File: src/rtl/regfile_clr_if.sv
// regfile_clr_if: write, read and clear-control bundle of the self-clearing register file.
interface regfile_clr_if #(
    parameter int WIDTH = 32,
    parameter int AW    = 5
);
    logic             we;
    logic [AW-1:0]    wa;
    logic [WIDTH-1:0] wd;
    logic [AW-1:0]    ra1;
    logic [AW-1:0]    ra2;
    logic [WIDTH-1:0] rd1;
    logic [WIDTH-1:0] rd2;
    logic             clr;
    logic             busy;
    logic             clr_done;
    logic             wr_drop;
    modport master (output we, wa, wd, ra1, ra2, clr, input rd1, rd2, busy, clr_done, wr_drop);
    modport slave  (input we, wa, wd, ra1, ra2, clr, output rd1, rd2, busy, clr_done, wr_drop);
endinterface

File: src/rtl/regfile_clr.sv
// regfile_clr: WIDTH x DEPTH register file, two combinational reads, one write,
// with a sequencer that sweeps every entry to zero after reset or on clr.
module regfile_clr #(
    parameter int WIDTH    = 32,
    parameter int DEPTH    = 32,
    parameter int AW       = $clog2(DEPTH),
    parameter int ZERO_REG = 1,
    parameter int BYPASS   = 1
) (
    input  logic          i_clk,
    input  logic          i_reset,
    regfile_clr_if.slave  bus
);
    typedef enum logic {CLEAR, READY} state_t;
    state_t           r_state, w_state;
    logic [AW-1:0]    r_cnt, w_cnt;
    logic             r_busy, r_clr_done, r_wr_drop;
    logic             w_clr_done, w_wr_drop, w_last, w_wr_ok;
    logic [WIDTH-1:0] r_rf [DEPTH];

    assign w_last  = r_cnt == AW'(DEPTH - 1);
    assign w_wr_ok = bus.we && !(ZERO_REG != 0 && bus.wa == '0);

    always_comb begin
        w_state    = r_state;
        w_cnt      = r_cnt;
        w_clr_done = 1'b0;
        w_wr_drop  = 1'b0;
        if (r_state == CLEAR) begin
            w_cnt      = w_last ? '0 : r_cnt + 1'b1;
            w_state    = w_last ? READY : CLEAR;
            w_clr_done = w_last;
            w_wr_drop  = bus.we;
        end else if (bus.clr) begin
            w_state = CLEAR;
            w_cnt   = '0;
        end
    end

    always_ff @(posedge i_clk) begin
        if (!i_reset) begin
            r_state    <= CLEAR;
            r_cnt      <= '0;
            r_busy     <= 1'b1;
            r_clr_done <= 1'b0;
            r_wr_drop  <= 1'b0;
        end else begin
            r_state    <= w_state;
            r_cnt      <= w_cnt;
            r_busy     <= w_state == CLEAR;
            r_clr_done <= w_clr_done;
            r_wr_drop  <= w_wr_drop;
        end
    end

    // The array is left untouched while reset is held; the sweep owns it in CLEAR.
    always_ff @(posedge i_clk) begin
        if (i_reset) begin
            if (r_state == CLEAR)
                r_rf[r_cnt] <= '0;
            else if (w_wr_ok)
                r_rf[bus.wa] <= bus.wd;
        end
    end

    assign bus.rd1 = (r_busy || (ZERO_REG != 0 && bus.ra1 == '0)) ? '0 :
                     (BYPASS != 0 && w_wr_ok && bus.wa == bus.ra1) ? bus.wd : r_rf[bus.ra1];
    assign bus.rd2 = (r_busy || (ZERO_REG != 0 && bus.ra2 == '0)) ? '0 :
                     (BYPASS != 0 && w_wr_ok && bus.wa == bus.ra2) ? bus.wd : r_rf[bus.ra2];
    assign bus.busy     = r_busy;
    assign bus.clr_done = r_clr_done;
    assign bus.wr_drop  = r_wr_drop;
endmodule

File: src/flat_wrapper.sv
// flat-port wrapper written by rule: the top's interface ports become plain ports
module regfile_clr_flat 
#(
    parameter int WIDTH    = 32,
    parameter int DEPTH    = 32,
    parameter int AW       = $clog2(DEPTH),
    parameter int ZERO_REG = 1,
    parameter int BYPASS   = 1
)
  (i_clk, i_reset, bus_we, bus_wa, bus_wd, bus_ra1, bus_ra2, bus_clr, bus_rd1, bus_rd2, bus_busy, bus_clr_done, bus_wr_drop);
  regfile_clr_if #(.WIDTH(WIDTH), .AW(AW)) bus_i ();
  input  logic i_clk;
  input  logic i_reset;
  input wire logic [$bits(bus_i.we)-1:0] bus_we;
  input wire logic [$bits(bus_i.wa)-1:0] bus_wa;
  input wire logic [$bits(bus_i.wd)-1:0] bus_wd;
  input wire logic [$bits(bus_i.ra1)-1:0] bus_ra1;
  input wire logic [$bits(bus_i.ra2)-1:0] bus_ra2;
  input wire logic [$bits(bus_i.clr)-1:0] bus_clr;
  output wire logic [$bits(bus_i.rd1)-1:0] bus_rd1;
  output wire logic [$bits(bus_i.rd2)-1:0] bus_rd2;
  output wire logic [$bits(bus_i.busy)-1:0] bus_busy;
  output wire logic [$bits(bus_i.clr_done)-1:0] bus_clr_done;
  output wire logic [$bits(bus_i.wr_drop)-1:0] bus_wr_drop;
  assign bus_i.we = bus_we;
  assign bus_i.wa = bus_wa;
  assign bus_i.wd = bus_wd;
  assign bus_i.ra1 = bus_ra1;
  assign bus_i.ra2 = bus_ra2;
  assign bus_i.clr = bus_clr;
  assign bus_rd1 = bus_i.rd1;
  assign bus_rd2 = bus_i.rd2;
  assign bus_busy = bus_i.busy;
  assign bus_clr_done = bus_i.clr_done;
  assign bus_wr_drop = bus_i.wr_drop;
  regfile_clr #(.WIDTH(WIDTH), .DEPTH(DEPTH), .AW(AW), .ZERO_REG(ZERO_REG), .BYPASS(BYPASS)) u_core (.i_clk(i_clk), .i_reset(i_reset), .bus(bus_i));
endmodule
File: config.mk
export PLATFORM = sky130hd
export DESIGN_NAME = regfile_clr_flat
export DESIGN_NICKNAME = d
export VERILOG_FILES = /design/src/rtl/regfile_clr_if.sv /design/src/rtl/regfile_clr.sv /design/src/flat_wrapper.sv
export SDC_FILE = /design/constraint.sdc
export NUM_CORES = 1
export LEC_CHECK = 0
export CAP_MARGIN = 20
export CORE_ASPECT_RATIO = 0.6
export CORE_MARGIN = 2
export CORE_UTILIZATION = 52
export DETAILED_ROUTE_END_ITERATION = 8
export DONT_BUFFER_PORTS = 1
export PLACE_DENSITY = 0.67
export SKIP_LAST_GASP = 1
export SLEW_MARGIN = 25
export SYNTH_ARGS = -nofsm -noshare
export SYNTH_HDL_FRONTEND = slang
export SYNTH_SLANG_ARGS = --single-unit
File: constraint.sdc
create_clock -name i_clk -period 5.2 [get_ports i_clk]
set_input_delay 0.52 -clock i_clk [delete_from_list [all_inputs] [get_ports i_clk]]
set_output_delay 0.52 -clock i_clk [all_outputs]
set_load 0.03 [all_outputs]
==> flow_summary.ini <==
[grt]
grt_max_degree = 323
antenna_found_initial = 8
vias_in_the_first_global_route = 29010
grt_util_all_layers_pct = 32.60
first_pass_grt_wire_length_um = 224300
grt-ovfl-total = 0

[clock_tree]
cts_root_buf = sky130_fd_sc_hd__clkbuf_16
post_cts_resized = 0
clkSlewWorstSetupHoldPaths_ns = 0.07
cts_tree = built
clock_tree.buffer_depth = 3
cts_inserted_buffers = 95
post-cts-setup-buffers = 0
clock_latency_ns = 0.72
cts.sinks = 1033
h-tree-depth = 3

[die]
initial_utilization_pct = 52.57
ios = 118
core-area_um2 = 94050
die_w_um = 402.1
std_cell_rows = 87
die_height_um = 242.9
dieArea_um2 = 97650

[yosys]
synth_top_flop_cell = sky130_fd_sc_hd__edfxtp_1
async_flop_share_pct = 0
yosys.area.top_type = sky130_fd_sc_hd__edfxtp_1
yosysUniqueCellTypes = 64
netlist_instances = 2813
synth_area_per_cell_um2 = 17.58
syn-cell-area_um2 = 49440
synth_edf_count = 1024
synth.net_count = 2866
ys_warn_count = 0
synth_top_cell_area_share_pct = 62.19
synth.yosys.seq_area_share_pct = 62.56
synth_seq_cells = 1033
synth.top_cells.by_area = sky130_fd_sc_hd__edfxtp_1, sky130_fd_sc_hd__mux4_2, sky130_fd_sc_hd__mux2i_1, sky130_fd_sc_hd__a221oi_1, sky130_fd_sc_hd__nor2_1

[route]
wl_per_cell_um = 39.10
drt_iter0_drc = 5528
drcViolationCount = 0
post_route_wl_um = 160700
final_antenna_net_count = 0
dr_total_vias = 30760
post_drt_via_cell_ratio = 7.481
detail_route.first_pass.iterations = 6

[setup_path]
critPathMaxFanout = 88
timing.setup.critical_path_class = input port to output port
arrival_ns = 4.20
cp.required_ns = 4.68
start_kind = input port
cp_capture_type = output port

[finish]
insertedDiodeCount = 0
nNetsFinal = 2844
layout-drive-gt1-share_pct = 25.10
mostFrequentLayoutCell = sky130_fd_sc_hd__edfxtp_1
mostFrequentLayoutCells = sky130_fd_sc_hd__edfxtp_1, sky130_fd_sc_hd__mux4_2, sky130_fd_sc_hd__mux2i_1
syn2layout_area_growth_pct = 9.368

[sta]
relative_slew_margins_pct = 28.17
hold_violations = 0
hold_slack_ns = 0.05046
max_freq_ghz = 0.2119
max_slew.worst_pin.slew_ns = 1.075
final.setup.tns_ns = 0
period_share_pct = 90.75
timing.clock.skew_ns = 0.02271
rsz0062_at_grt = no
timing.final.crit_period_ns = 4.719
number_of_failing_setup_endpoints_in_the_final_timing_report = 0
final-max-slew-violation-count = 0

[run_status]
outcome = completed

[placed_design]
port-buffer-count = 0
dp_hpwl_um = 100100
place.gp.congestion = 0.9893

[job]
cap_violations = 0

[power]
irDropWorstVdd_mv = 0.2630
cellPowerDensity_nw_per_um2 = 313.3
total_power_mw = 16.94
p_leak_nw = 15.59

[worst_hold_path]
hold_path.class = input port to flop
-- per-layer routing --
metal | global-route usage, % | routed length (um)
met1 | 50.11 | 64250
met4 | 8.779 | 5052
met5 | 0 | 11
met3 | 11.91 | 25620
met2 | 43.66 | 65800
-- worst max-delay path, stage by stage --
cell                       delay (ns)
sky130_fd_sc_hd__buf_16          0.41
sky130_fd_sc_hd__buf_16          0.37
sky130_fd_sc_hd__buf_16          0.52
sky130_fd_sc_hd__mux2i_1         0.15
sky130_fd_sc_hd__a221oi_1        0.52
sky130_fd_sc_hd__nor2_1          0.10
sky130_fd_sc_hd__o211ai_1        0.58
sky130_fd_sc_hd__o211ai_1        0.42
sky130_fd_sc_hd__nand2_1         0.36
-- Yosys cell counts (35+ instances only) --
library cell,number
sky130_fd_sc_hd__nor2_1,130
sky130_fd_sc_hd__and2_1,38
sky130_fd_sc_hd__nand2_1,110
sky130_fd_sc_hd__a221o_1,35
sky130_fd_sc_hd__mux4_2,392
sky130_fd_sc_hd__mux2i_1,318
sky130_fd_sc_hd__buf_4,35
sky130_fd_sc_hd__clkbuf_1,100
sky130_fd_sc_hd__o211ai_1,64
sky130_fd_sc_hd__a21oi_1,57
sky130_fd_sc_hd__a221oi_1,119
sky130_fd_sc_hd__o21ai_0,75
sky130_fd_sc_hd__edfxtp_1,1024
sky130_fd_sc_hd__buf_2,47
sky130_fd_sc_hd__a22oi_1,48
-- flip-flops by register name (all words and copies together) (netlist names) --
signal,cells
u_core.r_state,1
u_core.r_rf,1024
u_core.bus.busy,1
u_core.bus.clr_done,1
u_core.r_cnt,5
u_core.bus.wr_drop,1
-- through the flow --
stage | instance area, um2 | utilization [%] | worst slack (ns) | std cells
finish | 54070 | 57.50 | 0.4809 | 4111
global route | 54070 | 57.50 | 0.2604 | 4111
CTS | 53940 | 57.35 | 1.477 | 4106
detailed placement | 50970 | 54.19 | 1.341 | 3933
global placement | 50850 | 54.07 | 1.407 | 3928
floorplan | 49440 | - | 1.396 | 2813
-- timing repair --
action                     4_1_cts  5_1_grt
setup endpoints to repair        0       25
hold endpoints to repair         9        0
hold buffers                     2        0
-- logic make-up (layout without fill, tap and decap cells) --
| family | count (synthesis) | after routing | share of synthesized area, % |
|---|---|---|---|
| xor gates and xnor gates | 10 | 10 | 0.1771 |
| buffers and inverters | 243 | 295 | 2.627 |
| muxes | 725 | 725 | 24.66 |
| DFF | 1033 | 1033 | 62.56 |
| adders and majority gates | 2 | 2 | 0.05060 |
| AOI/OAI and AO/OA | 457 | 457 | 6.805 |
| and+or+nand+nor | 343 | 343 | 3.125 |
-- power by group --
group          internal, mW  switching, mW
Clock                  3.69           3.20
Sequential             9.07         0.0310
Combinational         0.409          0.532
-- path summary, 6_finish.rpt --
check	cells past startpoint	slack, ns	start	endpoint
worst max-delay path	9	0.48	bus_ra2[0]	bus_rd2[6]
worst max register to register	7	1.51	u_core.r_state	u_core.r_rf[5][20]
worst min-delay path	2	0.05	bus_clr	u_core.r_state
worst min register to register	2	0.60	u_core.r_cnt[0]	u_core.r_cnt[3]
-- cell type report --
class | instances | area [um2]
Clock buffer | 119 | 2477
Multi-Input combinational cell | 1537 | 17530
Tap cell | 1246 | 1559
Timing Repair Buffer | 112 | 1059
Clock inverter | 52 | 474.2
Sequential cell | 1033 | 30930
Inverter | 12 | 50.05
Fill cell | 7016 | 39980
(Power assumes the default switching activity.)
